$ cat src/rtl/multdiv_sequencer.sv
// multdiv_sequencer: issue/completion controller for the iterative multdiv unit.
// Accepts one MULT/DIV request at a time, holds its operands, pulses the matching start
// line for one cycle, waits for resultRDY (or times out) and presents the outcome on a
// valid/ready writeback port. Exposes busy/busy_tag for hazard stalls; flush kills the op.
//
// Ports:
//   clock, reset_n                    clock (rising edge), async active-low reset
//   req_valid/req_ready               request handshake
//   req_is_div, req_a, req_b, req_tag request payload (1=DIV, 0=MULT)
//   flush                             kill in-flight op, drop any captured result
//   mdu_operandA/B                    held operands to the multdiv unit
//   mdu_ctrl_MULT/DIV                 one-cycle start pulses
//   mdu_result/exception/resultRDY    multdiv completion inputs
//   wb_valid/wb_ready                 writeback handshake
//   wb_result, wb_exception, wb_tag   writeback payload
//   busy, busy_tag                    op in START or WAIT, and its tag
module multdiv_sequencer #(
  parameter int unsigned TAG_W       = 5,
  parameter int unsigned TIMEOUT_CYC = 40
) (
  input  logic             clock,
  input  logic             reset_n,
  input  logic             req_valid,
  output logic             req_ready,
  input  logic             req_is_div,
  input  logic [31:0]      req_a,
  input  logic [31:0]      req_b,
  input  logic [TAG_W-1:0] req_tag,
  input  logic             flush,
  output logic [31:0]      mdu_operandA,
  output logic [31:0]      mdu_operandB,
  output logic             mdu_ctrl_MULT,
  output logic             mdu_ctrl_DIV,
  input  logic [31:0]      mdu_result,
  input  logic             mdu_exception,
  input  logic             mdu_resultRDY,
  output logic             wb_valid,
  input  logic             wb_ready,
  output logic [31:0]      wb_result,
  output logic             wb_exception,
  output logic [TAG_W-1:0] wb_tag,
  output logic             busy,
  output logic [TAG_W-1:0] busy_tag
);

  localparam int unsigned CntW = $clog2(TIMEOUT_CYC + 1);

  typedef enum logic [1:0] {StIdle, StStart, StWait, StDone} state_e;

  state_e            state_q, state_d;
  logic [31:0]       a_q, a_d;
  logic [31:0]       b_q, b_d;
  logic              is_div_q, is_div_d;
  logic [TAG_W-1:0]  tag_q, tag_d;
  logic [31:0]       res_q, res_d;
  logic              exc_q, exc_d;
  logic [CntW-1:0]   cnt_q, cnt_d;
  logic              accept;

  always_ff @(posedge clock or negedge reset_n) begin
    if (!reset_n) begin
      state_q  <= StIdle;
      a_q      <= '0;
      b_q      <= '0;
      is_div_q <= 1'b0;
      tag_q    <= '0;
      res_q    <= '0;
      exc_q    <= 1'b0;
      cnt_q    <= '0;
    end else begin
      state_q  <= state_d;
      a_q      <= a_d;
      b_q      <= b_d;
      is_div_q <= is_div_d;
      tag_q    <= tag_d;
      res_q    <= res_d;
      exc_q    <= exc_d;
      cnt_q    <= cnt_d;
    end
  end

  always_comb begin
    state_d  = state_q;
    a_d      = a_q;
    b_d      = b_q;
    is_div_d = is_div_q;
    tag_d    = tag_q;
    res_d    = res_q;
    exc_d    = exc_q;
    cnt_d    = cnt_q;

    // reset_n gating keeps req_ready low while reset is asserted even though state is IDLE.
    req_ready = reset_n && !flush &&
                ((state_q == StIdle) || ((state_q == StDone) && wb_ready));
    accept    = req_valid && req_ready;

    unique case (state_q)
      StIdle: ;
      StStart: begin
        // resultRDY deliberately ignored here: it may be stale from a flushed op.
        cnt_d   = '0;
        state_d = StWait;
      end
      StWait: begin
        if (mdu_resultRDY) begin
          res_d   = mdu_result;
          exc_d   = mdu_exception;
          state_d = StDone;
        end else if (cnt_q == CntW'(TIMEOUT_CYC - 1)) begin
          res_d   = '0;
          exc_d   = 1'b1;
          state_d = StDone;
        end else begin
          cnt_d = cnt_q + CntW'(1);
        end
      end
      StDone: begin
        if (wb_ready) state_d = StIdle;
      end
      default: state_d = StIdle;
    endcase

    if (accept) begin
      a_d      = req_a;
      b_d      = req_b;
      is_div_d = req_is_div;
      tag_d    = req_tag;
      state_d  = StStart;
    end

    if (flush) state_d = StIdle;
  end

  assign mdu_operandA  = a_q;
  assign mdu_operandB  = b_q;
  assign mdu_ctrl_MULT = (state_q == StStart) && !is_div_q;
  assign mdu_ctrl_DIV  = (state_q == StStart) && is_div_q;
  assign wb_valid      = (state_q == StDone);
  assign wb_result     = res_q;
  assign wb_exception  = exc_q;
  assign wb_tag        = tag_q;
  assign busy          = (state_q == StStart) || (state_q == StWait);
  assign busy_tag      = tag_q;

endmodule
$ cat config.mk
export PLATFORM = sky130hd
export DESIGN_NAME = multdiv_sequencer
export DESIGN_NICKNAME = d
export VERILOG_FILES = /design/src/rtl/multdiv_sequencer.sv
export SDC_FILE = /design/constraint.sdc
export NUM_CORES = 1
export LEC_CHECK = 0
export ABC_AREA = 0
export CORE_MARGIN = 2
export CORE_UTILIZATION = 41
export CTS_CLUSTER_SIZE = 14
export DETAILED_ROUTE_END_ITERATION = 8
export GPL_TIMING_DRIVEN = 0
export HOLD_SLACK_MARGIN = 0.15
export PLACE_DENSITY = 0.8
export SETUP_SLACK_MARGIN = 0.02
export SYNTH_ARGS = -nofsm -noshare
export SYNTH_HDL_FRONTEND = slang
export SYNTH_SLANG_ARGS = --single-unit
$ cat constraint.sdc
create_clock -name clock -period 1.96 [get_ports clock]
set_input_delay 0.196 -clock clock [delete_from_list [all_inputs] [get_ports clock]]
set_output_delay 0.196 -clock clock [all_outputs]
set_load 0.1 [all_outputs]
Word-level counts from Yosys, hierarchy flattened
Index checks and enable logic that the tools add are counted.
W data, S select, Z words.
{"block": "op_classes", "add_sub_neg": 1, "eq_ne": 8, "mux": 13, "reduce_logical": 17}
{"op": "$mux W32", "n": 2}
{"op": "$mux W6", "n": 2}
{"op": "$pmux W6 S2", "n": 1}
{"op": "$mux W2", "n": 5}
{"op": "$add A6 B1 Y6 const B", "n": 1}
{"op": "$eq A6 B6 Y1 const B", "n": 1}
{"op": "$logic_and A1 B1 Y1", "n": 6}
{"op": "$pmux W2 S3", "n": 1}
{"op": "$reduce_and A3 Y1", "n": 2}
{"op": "$ne A5 B5 Y1 const B", "n": 1}
{"op": "$reduce_bool A5 Y1", "n": 1}
{"op": "$eq A2 B2 Y1 const B", "n": 2}
{"op": "$ne A2 B2 Y1 const B", "n": 2}
{"op": "$ne A4 B2 Y1 const B", "n": 1}
{"op": "$reduce_bool A2 Y1", "n": 2}
{"op": "$eq A2 B1 Y1 const B", "n": 1}
{"op": "$logic_not A1 Y1", "n": 2}
{"op": "$logic_not A2 Y1", "n": 1}
{"op": "$logic_or A1 B1 Y1", "n": 2}
{"op": "$mux W1", "n": 2}
{"op": "$reduce_and A2 Y1", "n": 1}
{"block": "word_totals", "ff_bits": 111, "input_bits": 109, "out_inout_bits": 112, "word_cells": 47}

Logic depth before layout (Yosys ltp)
{"block": "depth", "depth_word": 7, "mapped_depth": 7, "depth_no_buf": 6}

Least setup slack after synthesis
OpenSTA, ideal clock, no wires.
{"block": "synth_timing", "kind": "reg-to-output", "start": "reg state_q[0]", "end": "out req_ready", "arrival_ps": 2890, "required_time_ps": 1764, "setup_slack_ps": -1126, "path_stages_with_launch": 5, "path_cell_list": "dfrtp_1 > ha_1 > a21o_2 > nand2_1 > nor2_1"}
{"block": "synth_via", "elab_chain_len": 4}
{"element": "start: declaration", "line": "50", "rtl": "state_e state_q, state_d;"}
{"element": "start signal: assignment", "line": "62", "rtl": "state_q <= StIdle;"}
{"element": "start signal: assignment", "line": "71", "rtl": "state_q <= state_d;"}
{"element": "$eq A2 B2 Y1"}
{"element": "via wb_valid", "line": "37", "rtl": "output logic wb_valid,"}
{"element": "$logic_and A1 B1 Y1", "line": "94", "rtl": "((state_q == StIdle) || ((state_q == StDone) && wb_ready));"}
{"element": "$logic_or A1 B1 Y1", "line": "94"}
{"element": "$logic_and A1 B1 Y1", "line": "93", "rtl": "req_ready = reset_n && !flush &&"}
{"element": "end: declaration", "line": "24", "rtl": "output logic req_ready,"}
The timed path passes the listed nets, and every way through them passes these cells.

Worst setup path in the final report
{"block": "layout_timing", "start": "reg tag_q[2], in the netlist busy_tag[2]", "end": "out wb_tag[2]"}
{"element": "start: declaration", "line": "54", "rtl": "logic [TAG_W-1:0] tag_q, tag_d;"}
{"element": "start signal: assignment", "line": "75", "rtl": "tag_q <= tag_d;"}
{"element": "end: declaration", "line": "41", "rtl": "output logic [TAG_W-1:0] wb_tag,"}
No word-level cell between the ends.

==> impl_metrics.prom <==
# TYPE chip_impl_metric gauge
chip_impl_metric{name="cts.sink_count",unit=""} 111
chip_impl_metric{name="dp_hpwl",unit="mm"} 8.897
chip_impl_metric{name="worst-endpoint-arrival",unit="ps"} 1670
chip_impl_metric{name="drt_pre_antenna_iters",unit=""} 4
chip_impl_metric{name="detailed_route_vias_per_instance",unit=""} 4.984
chip_impl_metric{name="clock_skew",unit="ps"} 7.704
chip_impl_metric{name="grt_first_pass_wirelength",unit="mm"} 18.00
chip_impl_metric{name="maxSlewHeadroom",unit=""} 0.3103
chip_impl_info{name="critical_path_class",value="reg -> out"} 1
chip_impl_metric{name="max_cap_violations",unit=""} 0
chip_impl_metric{name="ys.warnings.count",unit=""} 0
chip_impl_metric{name="worst-endpoint-required",unit="ps"} 1760
chip_impl_metric{name="nNetsFinal",unit=""} 641
chip_impl_metric{name="proportion_of_register_bits_with_asynchronous_set_or_reset_after_synthesis",unit=""} 1.000
chip_impl_info{name="commonest_cells_after_routing_fill_and_taps_aside",value="109 x dfrtp_1, 107 x clkdlybuf4s50_1, 103 x dlygate4sd2_1"} 1
chip_impl_metric{name="final.min_clock_period",unit="ps"} 1865
chip_impl_info{name="layout.cells.most_common",value="dfrtp_1"} 1
chip_impl_metric{name="slew_violations",unit=""} 0
chip_impl_metric{name="antenna_found_initial",unit=""} 0
chip_impl_metric{name="critPathBufInv",unit=""} 2
chip_impl_info{name="grt_setup_unrepaired",value="no"} 1
chip_impl_metric{name="floorplan.die.width",unit="um"} 108.8
chip_impl_info{name="cp_delay_by_family_top",value="buffers and inverters"} 1
chip_impl_metric{name="vias",unit=""} 3344
chip_impl_info{name="tritoncts",value="yes"} 1
chip_impl_metric{name="clkLatencyLatePin",unit="ps"} 360
chip_impl_metric{name="cts.path.max_buffers",unit=""} 2
chip_impl_info{name="run_status",value="complete, no violations"} 1
chip_impl_metric{name="hold_violations",unit=""} 0
chip_impl_metric{name="die-area",unit="sq mm"} 0.01184
chip_impl_metric{name="place.port_buffers",unit=""} 220
chip_impl_metric{name="postSynthCellCount",unit=""} 293
chip_impl_metric{name="detail_route.wirelength",unit="mm"} 11.72
chip_impl_info{name="worst_setup_path_start_kind",value="register"} 1
chip_impl_info{name="cpMaxStageDelayCell",value="dlygate4sd2_1"} 1
chip_impl_metric{name="n_antenna_cell",unit=""} 0
chip_impl_metric{name="max_stage_delay",unit="ps"} 840
chip_impl_metric{name="number_of_global_route_vias_before_repair",unit=""} 3512
chip_impl_metric{name="rows",unit=""} 38
chip_impl_metric{name="place.gp.congestion",unit=""} 0.7812
chip_impl_metric{name="clk_transition_reported_paths",unit="ps"} 100
chip_impl_metric{name="pin_count_of_the_biggest_net_entering_global_routing",unit=""} 67
chip_impl_metric{name="final.hold.worst_slack",unit="ps"} 361.6
chip_impl_metric{name="syn-mean-instance-area",unit="sq um"} 15.37
chip_impl_metric{name="core",unit="sq mm"} 0.01079
chip_impl_info{name="cp-end-kind",value="primary output"} 1
chip_impl_metric{name="starting_density_of_the_core",unit=""} 0.4172
chip_impl_metric{name="gr-total-overflow",unit=""} 0
chip_impl_metric{name="cts_max_level",unit=""} 3
chip_impl_metric{name="postSynthNetCount",unit=""} 408
chip_impl_metric{name="tritoncts.num_buffers",unit=""} 9
chip_impl_metric{name="drive_above_1_share",unit=""} 0.2411
chip_impl_info{name="holdCritPathClass",value="in -> reg"} 1
chip_impl_metric{name="tightest_slew",unit="ps"} 1039
chip_impl_metric{name="fmax",unit="MHz"} 536.2
chip_impl_metric{name="synth.lib_cells_used.distinct",unit=""} 35
chip_impl_metric{name="synth-seq-cells",unit=""} 111
chip_impl_metric{name="fin_crit_sh",unit=""} 0.9516
chip_impl_metric{name="totalNegativeSetupSlack",unit="ps"} 0
chip_impl_metric{name="drcViolationCount",unit=""} 0
chip_impl_metric{name="yosysSeqAreaShare",unit=""} 0.6168
chip_impl_info{name="synthFlopType",value="dfrtp_1"} 1
chip_impl_metric{name="synth-edff-count",unit=""} 0
chip_impl_metric{name="routedWlPerCell",unit="um"} 17.47
chip_impl_metric{name="area.growth.synth_to_final",unit="%"} 57.10
chip_impl_metric{name="ant_nets",unit=""} 0
chip_impl_metric{name="area_of_the_mapped_netlist",unit="sq mm"} 0.004503
chip_impl_metric{name="vert_die_dim",unit="um"} 108.8
chip_impl_metric{name="pin_count",unit=""} 221
chip_impl_info{name="cts.root.buffer_cell",value="clkbuf_8"} 1
chip_impl_metric{name="worst-path-max-fanout",unit=""} 3
chip_impl_metric{name="total_global_route_track_usage",unit=""} 0.2014
chip_impl_metric{name="drt_iter0_markers",unit=""} 71
chip_impl_info{name="timing.critical_path.cells",value="buf_4, dlygate4sd2_1"} 1
chip_impl_metric{name="finalSetupViolations",unit=""} 0
==> area by class of cell <==
| cell class | instances | area [sq um] |
|---|---|---|
| clock inverters | 6 | 107.6 |
| flip-flops and latches | 111 | 2780 |
| fillers | 839 | 3719 |
| clock buffers | 10 | 137.6 |
| repair buffers | 224 | 2126 |
| inverters | 5 | 18.77 |
| plain buffers | 19 | 165.2 |
| multi-input cells | 156 | 1564 |
| well taps | 140 | 175.2 |
==> worst min-delay path, delay by kind of cell <==
kind	cells	cell delay, ps
compound gates	1	50
buf+inv	2	450
==> stage by stage <==
stage | area [sq um] | util | std cells | worst slack, ps
6_report | 7074 | 0.6555 | 671 | 94.88
5_1_grt | 7074 | 0.6555 | 671 | 23.38
4_1_cts | 7066 | 0.6546 | 671 | 37.62
3_5_place_dp | 6928 | 0.6419 | 654 | -633.0
3_3_place_gp | 6903 | 0.6396 | 653 | -4223
2_1_floorplan | 4526 | - | 293 | -113.3
==> path summary, 6_finish.rpt <==
kind | startpoint | end | slack, ps | depth (start not counted)
worst max-delay path | busy_tag[2] | wb_tag[2] | 90 | 2
worst min-delay path | mdu_exception | wb_exception | 360 | 3
worst max register to register | state_q[1] | mdu_operandA[4] | 100 | 7
worst min register to register | wb_result[18] | wb_result[18] | 500 | 1
max in group asynchronous | reset_n | mdu_operandB[7] | 1230 | 3
min in group asynchronous | reset_n | state_q[1] | 420 | 3
==> state kept, by name, indices dropped and copies added, names as in the netlist <==
register,count
mdu_operandB,32
busy_tag,5
cnt_q,6
wb_result,32
wb_exception,1
state_q,2
is_div_q,1
mdu_operandA,32
==> kinds of logic after synthesis <==
kind of cell / synth area share
buffers and inverters: 0.04140
DFF: 0.6168
adders and majority gates: 0.01667
xor gates and xnor gates: 0.003891
AOI/OAI and AO/OA: 0.08808
muxes: 0.1928
and+or+nand+nor: 0.04029
==> what timing repair did <==
item / 4_1_cts / 5_1_grt
hold endpoints to repair: 45 / 0
buffers inserted: 0 / 1
endpoints found under the setup margin: 117 / 68
hold buffers: 2 / 0
gates resized for setup: 135 / 10
==> Yosys cell counts (3+ instances only) <==
library cell / instances / area (sq um)
ha_1: 6 / 75.07
mux2_4: 8 / 120.1
nor2_1: 4 / 15.01
and2_1: 3 / 18.77
dfrtp_1: 111 / 2778
mux2_2: 62 / 698.2
nand2_1: 6 / 22.52
buf_4: 5 / 37.54
buf_2: 7 / 35.03
a21oi_1: 5 / 25.02
buf_6: 6 / 67.56
mux2i_1: 5 / 50.05
a22o_1: 34 / 297.8
inv_1: 5 / 18.77
==> layer usage <==
metal	GRT usage	vias to the layer above	share of wire
li1	-	1514	-
met4	0.09066	0	0.028
met5	0	-	0
met2	0.3464	134	0.50
met3	0.07830	24	0.095
met1	0.2196	1672	0.37
Power is not shown: default switching activity piles up to over one toggle a cycle in this logic, so the estimate is an artifact.
